==> src/rtl/fwd_hazard_ctrl.sv <==
// fwd_hazard_ctrl: operand-forwarding select and load-use stall control for
// a five-stage pipeline. Shadows the destination of the instructions in EX
// and MEM, matches them against the ID sources, and registers the EX-stage
// operand-mux selects. A load in EX feeding the ID instruction stalls PC and
// IF/ID for one cycle while a bubble is injected into EX.
module fwd_hazard_ctrl #(
    parameter int REG_AW = 5,
    parameter int CNT_W  = 16
) (
    input  logic              Clk,
    input  logic              Reset_n,
    input  logic [REG_AW-1:0] ID_Rs,
    input  logic [REG_AW-1:0] ID_Rt,
    input  logic              ID_UseRs,
    input  logic              ID_UseRt,
    input  logic              ID_RegWr,
    input  logic [REG_AW-1:0] ID_Rw,
    input  logic              ID_MemToReg,
    input  logic              Flush,
    output logic [1:0]        FwdA,
    output logic [1:0]        FwdB,
    output logic              Stall,
    output logic              PC_Wr,
    output logic              IFID_Wr,
    output logic [CNT_W-1:0]  StallCnt
);

    // Operand-mux select encodings seen by the EX stage.
    localparam logic [1:0] SEL_MEM = 2'b00;  // producer now in MEM
    localparam logic [1:0] SEL_WB  = 2'b01;  // producer now in WB
    localparam logic [1:0] SEL_RF  = 2'b10;  // register-file read is current

    // EX and MEM shadow slots.
    logic              ex_regwr_q,  ex_regwr_d;
    logic [REG_AW-1:0] ex_rw_q,     ex_rw_d;
    logic              ex_load_q,   ex_load_d;
    logic              mem_regwr_q;
    logic [REG_AW-1:0] mem_rw_q;

    logic [1:0]        fwd_a_q, fwd_a_d;
    logic [1:0]        fwd_b_q, fwd_b_d;
    logic [CNT_W-1:0]  stall_cnt_q, stall_cnt_d;

    logic ex_live, mem_live;
    logic match_ex_a, match_ex_b, match_mem_a, match_mem_b;
    logic stall;

    // Source matching, load-use detection and next-state selection.
    always_comb begin
        ex_live  = ex_regwr_q  && (ex_rw_q  != '0);
        mem_live = mem_regwr_q && (mem_rw_q != '0);

        match_ex_a  = ID_UseRs && ex_live  && (ex_rw_q  == ID_Rs);
        match_ex_b  = ID_UseRt && ex_live  && (ex_rw_q  == ID_Rt);
        match_mem_a = ID_UseRs && mem_live && (mem_rw_q == ID_Rs);
        match_mem_b = ID_UseRt && mem_live && (mem_rw_q == ID_Rt);

        // A load result is not available until after MEM, so a consumer
        // directly behind it must wait one cycle. Flush kills the consumer.
        stall = !Flush && ex_load_q && (match_ex_a || match_ex_b);

        // Defaults: the ID instruction moves into EX unchanged.
        ex_regwr_d  = ID_RegWr;
        ex_rw_d     = ID_Rw;
        ex_load_d   = ID_MemToReg;
        fwd_a_d     = SEL_RF;
        fwd_b_d     = SEL_RF;
        stall_cnt_d = stall_cnt_q;

        if (stall || Flush) begin
            // Bubble: no write, no load; its operands are don't-care.
            ex_regwr_d = 1'b0;
            ex_rw_d    = '0;
            ex_load_d  = 1'b0;
        end else begin
            // Youngest producer (EX) wins over the older one (MEM).
            if (match_ex_a)       fwd_a_d = SEL_MEM;
            else if (match_mem_a) fwd_a_d = SEL_WB;
            if (match_ex_b)       fwd_b_d = SEL_MEM;
            else if (match_mem_b) fwd_b_d = SEL_WB;
        end

        if (stall && (stall_cnt_q != '1)) begin
            stall_cnt_d = stall_cnt_q + 1'b1;
        end
    end

    // Pipeline shadow slots, registered selects and the saturating counter.
    always_ff @(posedge Clk or negedge Reset_n) begin
        if (!Reset_n) begin
            ex_regwr_q  <= 1'b0;
            ex_rw_q     <= '0;
            ex_load_q   <= 1'b0;
            mem_regwr_q <= 1'b0;
            mem_rw_q    <= '0;
            fwd_a_q     <= SEL_RF;
            fwd_b_q     <= SEL_RF;
            stall_cnt_q <= '0;
        end else begin
            ex_regwr_q  <= ex_regwr_d;
            ex_rw_q     <= ex_rw_d;
            ex_load_q   <= ex_load_d;
            mem_regwr_q <= ex_regwr_q;
            mem_rw_q    <= ex_rw_q;
            fwd_a_q     <= fwd_a_d;
            fwd_b_q     <= fwd_b_d;
            stall_cnt_q <= stall_cnt_d;
        end
    end

    assign FwdA     = fwd_a_q;
    assign FwdB     = fwd_b_q;
    assign Stall    = stall;
    assign PC_Wr    = !stall;
    assign IFID_Wr  = !stall;
    assign StallCnt = stall_cnt_q;

endmodule
==> config.mk <==
export PLATFORM = sky130hd
export DESIGN_NAME = fwd_hazard_ctrl
export DESIGN_NICKNAME = d
export VERILOG_FILES = /design/src/rtl/fwd_hazard_ctrl.sv
export SDC_FILE = /design/constraint.sdc
export NUM_CORES = 1
export LEC_CHECK = 0
export BUFFER_PORTS_ARGS = -buffer_cell sky130_fd_sc_hd__buf_2
export CAP_MARGIN = 10
export CORE_MARGIN = 5
export CORE_UTILIZATION = 46
export DETAILED_ROUTE_END_ITERATION = 16
export PLACE_DENSITY = 0.72
export SETUP_SLACK_MARGIN = 0.4
export SLEW_MARGIN = 20
export SYNTH_ARGS = -nofsm -noshare
export SYNTH_HDL_FRONTEND = slang
export SYNTH_SLANG_ARGS = --single-unit
==> constraint.sdc <==
create_clock -name Clk -period 2.65 [get_ports Clk]
set_input_delay 0.1325 -clock Clk [delete_from_list [all_inputs] [get_ports Clk]]
set_output_delay 0.1325 -clock Clk [all_outputs]
set_load 0.01 [all_outputs]
# [Word level (Yosys, flattened, before mapping)]
# Cells that the tools add are included.
[classes] addsub=1 n_eq_ne=5 n_mux=9 n_reduce_logical=19
[op_table] cell="$eq 5x5->1" n=4
[op_table] cell="$add 16x1->16 const B" n=1
[op_table] cell="$ne 16x16->1 const B" n=1
[op_table] cell="$logic_and 1x1->1" n=13
[op_table] cell="$mux 2" n=6
[op_table] cell="$reduce_bool 5->1" n=2
[op_table] cell="$mux 5" n=1
[op_table] cell="$logic_not 1->1" n=2
[op_table] cell="$logic_or 1x1->1" n=2
[op_table] cell="$mux 1" n=2
[word_totals] register_bits=33 inputBits=22 out_inout_bits=23 word_cells=42

# [Depth between registers and ports, before layout]
# Gate-level depths: netlist (run 1).
[depth] word_depth=8 ltp_mapped=7 depth_no_buf=6

# [Least setup slack after synthesis (run 1)]
# OpenSTA, ideal clock, no wires.
[synth_timing] path_kind="register to register" start="reg ex_rw_q[1]" end="reg stall_cnt_q[1], in the netlist StallCnt[1]" setup_ps=128 arrival_ps=1841 required_time_ps=2522 slack_ps=682 path_stages_with_launch=7 synth_period_minus_slack_ps=1968 cell_sequence="dfrtp_1 > or4_4 > o21ai_4 > nor4_2 > o21ai_2 > buf_6 > mux2_1"
[synth_via] elab_chain_len=7 word_cells_on_any_way=11 classes_between="2 x eq/ne; 9 x reduce/logical"
[synth_rtl] element="start, declared" line_no="35" text="logic [REG_AW-1:0] ex_rw_q, ex_rw_d;"
[synth_rtl] element="start signal, assigned" line_no="101" text="ex_rw_q <= ex_rw_d;"
[synth_rtl] element="$reduce_bool 5->1" line_no="50" text="ex_live = ex_regwr_q && (ex_rw_q != '0);"
[synth_rtl] element="$logic_and 1x1->1" line_no="50"
[synth_rtl] element="$logic_and 1x1->1, on equally long branches (2 in a row)" line_no="53, 54"
[synth_rtl] element="$logic_or 1x1->1 (*)" line_no="60" text="stall = !Flush && ex_load_q && (match_ex_a || match_ex_b);"
[synth_rtl] element="$logic_and 1x1->1 (*)" line_no="60"
[synth_rtl] element="$logic_and 1x1->1 (*)" line_no="83" text="if (stall && (stall_cnt_q != '1)) begin"
[synth_rtl] element="end signal, assigned" line_no="107" text="stall_cnt_q <= stall_cnt_d;"
[synth_rtl] element="end, declared" line_no="42" text="logic [CNT_W-1:0] stall_cnt_q, stall_cnt_d;"
# Mark *: on every way between the ends. The rest lies on a longest branch, timed or not.
# A chain may end at the register's enable or synchronous reset.

# [Worst setup path in the final report (run 1)]
[layout_timing] start="reg ex_rw_q[2]" end="reg stall_cnt_q[1], in the netlist StallCnt[1]"
# Same word-level chain as after synthesis.

==> results of run 1 <==
[flip-flops by register name (all words and copies together), names as in the netlist]
register     cells
mem_rw_q         5
StallCnt        16
FwdB             2
mem_regwr_q      1
FwdA             2
ex_regwr_q       1
ex_rw_q          5
ex_load_q        1
[cells in the final DEF, fill, tap and decap left out, drive strengths merged]
master and n:
a2111oi 3, a21oi 1, a41oi 1, and2 7
and3 3, buf 44, clkbuf 8, dfrtp 31
dfstp 2, dlygate4sd3 8, ha 1, inv 4
mux2 2, nand2 15, nand2b 3, nand3 5
nand4 4, nor2 4, nor3 12, nor4 4
o21ai 4, or2 4, or4 2, xnor2 23
xor2 11
[power by group]
group | switching, mW | total (mW) | internal, mW | leakage (nW)
combinational | 0.0457 | 0.0971 | 0.0514 | 0.515
clock | 0.160 | 0.291 | 0.131 | 0.0326
sequential | 0.0143 | 0.529 | 0.515 | 0.430
[worst max-delay path by stage]
| stage | slack [ns] | startpoint | to | depth (start not counted) |
|---|---|---|---|---|
| global placement | 0.49 | ex_rw_q[1] | StallCnt[1] | 5 |
| detailed placement | 0.44 | ex_rw_q[1] | StallCnt[1] | 5 |
| floorplan | 0.68 | ex_rw_q[1] | StallCnt[1] | 6 |
| global route | 0.41 | ex_rw_q[4] | StallCnt[10] | 6 |
| CTS | 0.43 | ex_rw_q[1] | StallCnt[1] | 5 |
| finish | 0.59 | ex_rw_q[2] | StallCnt[1] | 5 |
[routing by layer]
layer  part of all wire [%]  up-vias
met2                     51       36
met5                      0        -
met4                    2.7        0
met3                    6.9        9
li1                       -      620
met1                     39      577
[timing repair]
action                     4_1_cts  5_1_grt
hold endpoints to repair        38        0
hold buffers                     8        0
resized for setup                0        1
setup endpoints to repair        0        6
[synthesized netlist by cell type]
cell type | instances | share of area (%)
nand4_1 | 4 | 1.5
nor4_1 | 2 | 0.77
or2_2 | 3 | 1.1
dfstp_2 | 2 | 3.2
and3_1 | 3 | 1.1
o21ai_0 | 2 | 0.61
nand3_1 | 5 | 1.5
mux2_1 | 1 | 0.69
or2_4 | 1 | 0.54
a21oi_4 | 1 | 1.0
a2111oi_0 | 3 | 1.6
ha_1 | 1 | 0.77
o21ai_4 | 1 | 1.0
mux2_2 | 1 | 0.69
or4_1 | 1 | 0.46
nand2_1 | 15 | 3.4
xnor2_1 | 23 | 12
nand2b_1 | 3 | 1.1
xor2_1 | 11 | 5.9
and2_1 | 7 | 2.7
a41oi_1 | 1 | 0.54
or4_4 | 1 | 0.69
dfrtp_1 | 31 | 48
o21ai_2 | 1 | 0.54
inv_1 | 4 | 0.92
buf_4 | 1 | 0.46
nor3_2 | 1 | 0.61
nor4_2 | 2 | 1.5
nor2_1 | 4 | 0.92
nor3_1 | 11 | 3.4
buf_6 | 1 | 0.69
[cells by family after synthesis]
family / Yosys count
mux: 2
flops: 33
xor+xnor: 34
compound gates: 9
simple gates: 63
buf+inv: 6
fa+ha+maj: 1
[metrics by stage]
stage,total power [mW],std cells,area (sq um),util (%)
floorplan,0.586,148,1630,-
global placement,0.626,236,1890,55.8
detailed placement,0.629,236,1890,55.8
CTS,0.933,252,2030,59.9
global route,0.964,252,2040,60.1
finish,0.917,252,2040,60.1
[area by class of cell]
type	count	area share, %
clock buffer	8	2.89
inverter	4	0.737
multi-input combinational	109	38.2
sequential	33	40.6
tap	46	2.82
timing repair buffer	52	14.7
==> results summary, run 1 <==
Measured against its own limit, the worst slew margin works out to 52.5%. The pin count of the biggest net entering global routing is 34. In this design, the critical path's most frequently occurring cell is o21ai_4. The arithmetic-cell share of the synthesized area counting full adders, half adders and majority gates is 0.766%. The fraction of met2 tracks used by global routing came out at 25.5%.

The post-route antenna net violation count came out at 0. The area of the core region came out at 3390 sq um. The flop and latch count out of synthesis came out at 33.

The simple-gate share of the synthesized area came out at 21.5%. In this run the clock root is driven by a clkbuf_4. The register-to-register path setup slack is 0.59 ns.

On the worst path, the slowest cell contributes a delay of 0.54 ns. The critical path is of the reg2reg type. The worst register-to-register path ends at StallCnt[1].

The share of the clock period used by the worst path came out at 77.9%. The wire length of the first global-routing pass came out at 5710 microns. The tightest hold margin came out at 0.0474 ns. The worst slack at placement came out at 0.443 ns. The buffer levels on the longest clock path came out at 2. The via count of the routed design is 1,242. In this design, the largest share of critical-path delay is due to simple AND/OR/NAND/NOR gates. The weighted congestion at the end of routability-driven global placement is 0.831.

The clock network latency to the later pin of the worst-skew pair came out at 0.33 ns. The routing layer with the top usage in global route is met2. The number of placement rows is 21. The total wire length after detailed routing is 3260 microns. Buffers added to address setup during post-CTS repair amount to 0. The max-cap check violation count came out at 0. Synthesis handed over a netlist of 148 instances. Data on the critical path is required at its endpoint by 2.87 ns. The startpoint identified for the worst register-to-register timing path is ex_rw_q[2]. The maximum fanout count along the critical path came out at 13.

The number of port buffers is 44. The worst hold path depth came out at 2. The final period demand of the worst path came out at 2.06 ns. The sequential cells in the finished layout cover a total of 828 sq um. The dominant combinational cell family by area after synthesis is simple AND/OR/NAND/NOR gates. Global routing used 14.7% of the available tracks across all layers. The number of nets in the synthesized netlist is 171. The run finished with clean final reports. The final setup slack of the worst path came out at 0.587 ns. The number of max-slew violations in the final report is 0. The detailed placement HPWL came out at 2590 microns.

Between clock sinks in the finished design, the worst skew comes to 0.0112 ns. The die extent in y came out at 69.6 microns. The worst-case vdd ir drop came out at 311 uV.

The number of global-route vias before repair is 1,278. The worst setup path is launched from a flip-flop. The tree built by TritonCTS fans out to 33 sinks.

Traced cell by cell, the critical path runs through or4_4 -> o21ai_4 -> nor4_2 -> o21ai_4 -> mux2_1. The worst-case reg-to-reg path depth came out at 5. In the routed layout, each cell is associated on average with a via count of 4.93. The count of fill cells added during filler insertion came out at 278. The number of different library cells in the post-synthesis netlist is 31. Summing the areas of all compound-gate instances in the mapped netlist gives 5.29% of the synthesized area.

The transition at the pin with the smallest max-transition slack is 0.713 ns. 0 antenna diodes ended up in the layout. The initial utilization of the core area, before any placement, comes to 48.2%.

The area used by multi-input combinational logic is 778 sq um. TritonCTS built the clock tree. The worst path buffer plus inverter count came out at 0. Sequential elements use 50.7% of the synthesized area.

Setup repair after global routing left no endpoint under its margin. The die is 69.6 microns wide. The number of DRC markers in iteration 0 came out at 51. After synthesis, the mean cell area works out to 11.0 sq um. The xor/xnor cell area share of the yosys netlist is 18.2%. The min-delay analysis places its worst path in the category in2reg. The worst setup path is captured at a flip-flop.

The clock transition at the register clock pins on the worst setup and hold paths after CTS came out at 0.09 ns. The DRC violation count after routing came out at 0. The number of H-tree levels came out at 2. The worst hold path begins at Flush.

The reported leakage power is 0.977 nW. Summed over all layers, the global routing overflow is 0. The hold violation count in the final report came out at 0. The die covers 4840 sq um. The largest individual stage delay along the critical path comes from the cell or4_4. The mux share of post-synthesis cell area is 1.38%. The initial antenna violation count is 0. The path with the worst hold slack has its endpoint at FwdA[0]. The arrival time reported for the critical path endpoint is 2.28 ns. Cells with a size suffix above 1 make up 31.1% of the layout. The met1 routing resource usage after global routing is 15.9%.

The cell area that synthesis handed to floorplanning was 1630 sq um. The CTS buffer count is 5. The layout-stage area growth over the synthesis result came out at 24.8%. Setup violations remaining at the end of the flow were counted as 0. During synthesis, Yosys emitted a total of 0 warnings. The number of I/O pins is 45. The detailed-router iteration count before antenna repair is 4. The highest clock frequency the design can meet is 0.485 GHz.

The average detailed-routed wire length per instance is 12.9 microns. The power per cell area is 450 nW/um^2. In the final design database the tool counted 228 nets. In the final timing run, aggregate negative setup slack is 0 ns. The met3 track demand over resource in global routing is 5.51%.
Power figures use the tool's default switching activity.
==> run 2, diff against run 1 <==
Clock period 2.65 ns to 2 ns, I/O delays scaled along.
==> run 2 against run 1 <==
Power is 41% higher. Clock power rose by 44%. Critical path depth up 3. The run now ends with setup timing left. Hold slack better by 0.014 ns. Critical endpoint is now StallCnt[9]. Critical path type unchanged. Clock-buffer cell count is 1 lower.
==> results summary, run 2 (synthesis gave the netlist of run 1 again) <==
The diode insertion count for antenna repair was 0 (unchanged). The number of H-tree levels came to 2 (unchanged). The weighted congestion at the end of routability-driven global placement was 0.911 (+9.6%). Setup repair after global routing could not meet its margin everywhere. The number of placement rows is 21 (unchanged).

The average detailed-routed wire length per instance is 15.0 microns (+16%). The remaining global-route overflow came out at 0 (unchanged). The DRC violation count after routing was 0 (unchanged). The worst slack at placement was -0.0398 ns (-0.482 ns). The flow ran to the end, but the final reports show violations. The ratio of cells with drive above 1 in the final layout came out at 47.8% (+17 points). The starting density of the core is 48.2% (unchanged). The hold violation count in the final report came to 0 (unchanged). The final setup slack of the worst path is -0.0335 ns (-0.620 ns).

The clock transition at the register clock pins on the worst setup and hold paths after CTS came out at 0.09 ns (about the same). The cell at the root of the clock tree is clkbuf_4. The final period demand of the worst path was 2.03 ns (-0.0299 ns).

The worst hold path belongs to the class in2reg. The initial antenna violation count is 0 (unchanged). The post-route clock skew is 0.00642 ns (-0.00475 ns). The die extent in y is 69.6 microns (unchanged). The overall track demand over capacity in global routing is 17.6% (+2.8 points). The CTS buffer count is 5 (unchanged). The buffer levels on the longest clock path is 2 (unchanged).

The clock network latency to the later pin of the worst-skew pair came to 0.33 ns (about the same). The required time reported for the critical path endpoint came out at 2.21 ns (-0.66 ns). The via count of the routed design came to 1,376 (+11%). The flip-flop count of the largest register after layout came out at 16 (unchanged). The maximum fanout count along the critical path is 6 (-7). The startpoint identified for the worst register-to-register timing path is ex_rw_q[2].

The worst-case vdd ir drop came out at 433 uV (+39%). The die area came out at 4840 sq um (unchanged). The area of the core region was 3390 sq um (unchanged). The number of max-slew violations in the final report came out at 0 (unchanged). The post-route antenna net violation count is 0 (unchanged). The area growth from synthesis to layout is 45.4%. The highest clock frequency the design can meet is 0.492 GHz (+1.5%).

The number of I/O pins came out at 45 (unchanged). The pin count of the biggest net entering global routing came out at 34 (unchanged). By startpoint and endpoint, the worst setup path is classified as reg2reg.

The final reports fail on setup timing. The per-cell via count in the routed design is 5.10 (+3.4%). The width of the chip is 69.6 microns (unchanged). The tightest hold margin is 0.0615 ns (+0.0141 ns). The total number of nets in the final design came to 246 (+7.9%).

The number of port buffers came out at 44 (unchanged). The number of global-route vias before repair is 1,462 (+14%). The reported leakage power is 1.13 nW (+15%). The detailed-router iteration count before antenna repair came out at 7 (+3). The worst setup path is captured at a flip-flop. The arrival time reported for the critical path endpoint was 2.24 ns (-0.04 ns). The detailed placement HPWL is 2760 microns (+6.8%).

The share of the clock period used by the worst path was 102% (+24 points). TritonCTS built the clock tree. The CTS sink count was 33 (unchanged). The number of failing setup endpoints in the final timing report is 12 (+12). Leaving out fill and tap cells, the most frequent cell in the layout is buf_2. The max-cap check violation count came out at 0 (unchanged). The relative slew slack is 50.4% (-2.1 points). The transition at the pin with the smallest max-transition slack came out at 0.744 ns (+0.0311 ns). The total wire length after detailed routing came out at 4040 microns (+24%). The number of DRC markers in iteration 0 is 85 (+67%). The most critical setup path has its startpoint at ex_rw_q[2].

The wire length of the first global-routing pass came out at 6690 microns (+17%). The worst setup path is launched from a flip-flop. In the layout the commonest cells are buf_2, dfrtp_1, xnor2_1. The power per cell area is 545 nW/um^2 (+21%). The hold path startpoint is Flush.
run 2: worst paths after layout:
check / endpoint / slack, ns / cells past startpoint
setup / recovery: StallCnt[9] / -0.03 / 8
hold / removal: FwdB[0] / 0.06 / 2
setup reg to reg: StallCnt[9] / -0.03 / 8
hold reg to reg: mem_regwr_q / 0.46 / 0
max in group asynchronous: ex_rw_q[1] / 1.12 / 2
min in group asynchronous: StallCnt[6] / 0.36 / 2
run 2: stage by stage:
step                      power [mW]  utilization (%)  cells  instance area [sq um]  setup TNS [ns]
after global routing            1.36             70.1    270                   2370           -2.04
final                           1.30             70.1    270                   2370          -0.232
after floorplan                0.777                -    148                   1640               0
after detailed placement       0.840             57.1    241                   1940          -0.416
after CTS                       1.30             66.3    266                   2250          -0.456
after global placement         0.834             57.1    241                   1940         -0.0165
run 2: power by group:
part	internal [mW]	total, mW	switching [mW]	leakage, nW
Sequential	0.683	0.700	0.0170	0.427
Clock	0.204	0.418	0.214	0.0413
Combinational	0.0910	0.178	0.0869	0.658
Total	0.977	1.30	0.318	1.13
run 2: critical path, stage by stage (launching register included):
cell and delay [ns]:
dfrtp_1 0.41, or4_4 0.54, o21ai_4 0.18, buf_12 0.13
nor4_4 0.05, o21ai_2 0.23, buf_6 0.16, nor3_1 0.05
xor2_1 0.16
run 2: cell type report:
cell class / instances / area [sq um]
fill: 262 / 1010
multi-input combinational: 110 / 927
sequential: 33 / 831
timing repair buffer: 69 / 474
clock buffer: 7 / 65.1
tap: 46 / 57.6
inverter: 4 / 15.0
clock inverter: 1 / 5.00
run 2: metal layers:
layer | vias up | routed length (microns) | global-route usage, % | part of all wire, %
met4 | 0 | 93 | 8.03 | 2.3
met1 | 663 | 1520 | 18.4 | 38
met2 | 40 | 2210 | 32.2 | 55
met5 | - | 0 | 0 | 0
li1 | 663 | - | - | -
met3 | 10 | 211 | 4.93 | 5.2
run 2: timing repair:
| action | 4_1_cts | 5_1_grt |
|---|---|---|
| hold endpoints to repair | 38 | 0 |
| setup endpoints to repair | 30 | 30 |
| buffers inserted | 8 | 3 |
| gates cloned | 1 | 1 |
| pin swaps | 10 | 14 |
| resized for setup | 16 | 23 |
| hold buffers | 8 | 0 |
==> run 3, diff against run 2 <==
Settings changed: ABC_CLOCK_PERIOD_IN_PS set to 2000, CELL_PAD_IN_SITES_DETAIL_PLACEMENT set to 0, CELL_PAD_IN_SITES_GLOBAL_PLACEMENT set to 1, CORE_UTILIZATION 46 to 25, PLACE_DENSITY 0.72 to not set, PLACE_DENSITY_LB_ADDON set to 0.1.
==> run 3 against run 2 <==
The flow still finishes with violations (setup timing). Global-route usage down 7.4 points. Utilization down 32 points. Via count down 3.3%. Final cell count is 8.9% higher. Largest cell class unchanged.
==> results summary, run 3 (synthesis gave the netlist of run 1 again) <==
The run finished, with violations left. The final reports fail on setup timing. The clock network latency to the later pin of the worst-skew pair is 0.29 ns (-0.04 ns). The power per cell area came to 633 nW/um^2 (+16%).

The clock transition at the register clock pins on the worst setup and hold paths after CTS came to 0.08 ns (about the same). The CTS sink count came out at 33 (unchanged). The maximum fanout count along the critical path came to 12 (+6). The highest clock frequency the design can meet is 0.493 GHz (+0.20%). The total negative slack for setup checks is -0.0692 ns (+0.163 ns).

The hold violation count in the final report is 0 (unchanged). The tightest hold margin was 0.0122 ns (-0.0492 ns). The post-route antenna net violation count came out at 0 (unchanged). The kind of start point of the critical path is a flip-flop. The TritonCTS clock tree is yes.

The total wire length after detailed routing came to 4190 microns (+3.7%). The relative slew slack is 51.7% (+1.3 points). The final standard cell count with taps included and fillers excluded is 294 (+8.9%). The transition at the pin with the smallest max-transition slack is 0.724 ns (-0.0200 ns). The total number of nets in the final design came out at 239 (-2.8%). The DRC violation count after routing came out at 0 (unchanged). The reported leakage power is 1.12 nW (-0.52%).

The area of the core region was 6350 sq um (+87%). The diode insertion count for antenna repair came out at 0 (unchanged). The required time reported for the critical path endpoint came out at 2.18 ns (-0.03 ns).

The number of failing setup endpoints in the final timing report was 3 (-9). The number of placement rows came out at 29 (+38%). The width of the chip is 90.8 microns (+31%). The via count of the routed design came out at 1,330 (-3.3%).

The layout-stage area growth over the synthesis result is 47.5%. Setup repair after global routing could not meet its margin everywhere. The max-cap check violation count came out at 0 (unchanged). The area used by multi-input combinational logic came out at 951 sq um (+2.6%). The pin count of the biggest net entering global routing came out at 34 (unchanged).

The worst setup path is captured at a flip-flop. The buffer levels on the longest clock path was 2 (unchanged). The weighted congestion at the end of routability-driven global placement is 0.855 (-6.1%). The number of DRC markers in iteration 0 came out at 46 (-46%). The final setup slack of the worst path is -0.0295 ns (+0.00396 ns). The average detailed-routed wire length per instance came out at 14.2 microns (-4.8%).

The die extent in y came to 90.8 microns (+31%). The wire length of the first global-routing pass came out at 6730 microns (+0.61%). The worst setup path is of the reg2reg kind. Leaving out fill and tap cells, the most frequent cell in the layout is buf_2.

The die area was 8250 sq um (+70%). The worst slack at placement is -0.0526 ns (-0.0128 ns). The per-cell via count in the routed design is 4.52 (-11%). The placed cell count came out at 276 (+15%). The number of port buffers is 44 (unchanged). The share of the clock period used by the worst path came out at 101% (-0.20 points). The number of I/O pins came out at 45 (unchanged). The arrival time reported for the critical path endpoint is 2.21 ns (-0.03 ns). The post-route clock skew is 0.00874 ns (+0.00231 ns).

The starting density of the core was 25.7% (-22 points). The total design power is 1.52 mW (+18%). The overall track demand over capacity in global routing was 10.2% (-7.4 points). The ratio of cells with drive above 1 in the final layout is 49.8% (+2.0 points).

The area of all sequential standard cells is 830 sq um (-0.15%). The flip-flop count of the largest register after layout came out at 16 (unchanged). The detailed-router iteration count before antenna repair is 4 (-3).

The number of global-route vias before repair came out at 1,360 (-7.0%). The CTS buffer count came out at 5 (unchanged). In the layout the commonest cells are buf_2, dfrtp_1, xnor2_1. The count of fill cells added during filler insertion was 632 (+140%). The final period demand of the worst path came to 2.03 ns (-0.00396 ns).

Clock tree synthesis selected as its root buffer the cell clkbuf_8. The number of H-tree levels was 2 (unchanged). The initial antenna violation count was 0 (unchanged). The number of max-slew violations in the final report is 0 (unchanged). The detailed placement HPWL is 3020 microns (+9.5%). The type of the tightest min-delay check is in2reg. The worst-case vdd ir drop came out at 218 uV (-50%). The remaining global-route overflow is 0 (unchanged). The register-to-register path setup slack is -0.03 ns (about the same).
-- run 3: changes by cell type in the layout (fill, tap and decap cells not counted), sizes merged --
cell and delta:
clkinv -1, clkbuf -1, clkinvlp +1, bufinv +1, dlygate4sd3 -7
-- run 3: worst paths after layout --
check / cells after the start / end / start
max in group asynchronous: 2 / ex_rw_q[3] / Reset_n
max reg2reg: 6 / StallCnt[1] / ex_rw_q[2]
min in group asynchronous: 2 / StallCnt[8] / Reset_n
max: 6 / StallCnt[1] / ex_rw_q[2]
min reg2reg: 0 / mem_regwr_q / ex_regwr_q
min: 2 / ex_rw_q[1] / ID_Rw[1]
-- run 3: layout make-up --
class	count	area share, %
clock buffer	6	3.43
tap	77	4.00
inverter	4	0.623
clock inverter	2	1.56
multi-input combinational	110	39.5
sequential	33	34.4
timing repair buffer	62	16.5
-- run 3: report_power, final --
group	internal, mW	leakage (nW)	switching, mW
clock	0.405	0.0574	0.259
combinational	0.0766	0.635	0.0818
sequential	0.683	0.428	0.0182
-- run 3: critical path: stages (launching register included) --
cell and delay, ns:
dfrtp_1 0.42, or4_4 0.54, o21ai_4 0.24, nor4_4 0.08, o21ai_2 0.18, buf_12 0.16
mux2_4 0.30
-- run 3: metrics by stage --
stage / instance area (sq um) / utilization [%]
after global routing: 2410 / 37.9
after global placement: 2020 / 31.8
after floorplan: 1640 / -
after CTS: 2210 / 34.8
after detailed placement: 2020 / 31.8
final: 2410 / 37.9
-- run 3: repair_timing --
item                                    CTS  global route
hold endpoints to repair                 31             0
hold buffers                              1             0
setup buffers                             1             7
gates resized for setup                  10            27
cloned                                    1             0
pin swaps                                 2             8
endpoints found under the setup margin   30            30
-- run 3: metal layers --
metal	vias up	part of all wire, %	track usage (%)	routed length (microns)
met5	-	0	0	0
met4	0	0.55	3.30	23
met3	2	5.3	3.83	220
met2	31	48	15.6	2010
met1	651	46	13.4	1930
li1	646	-	-	-
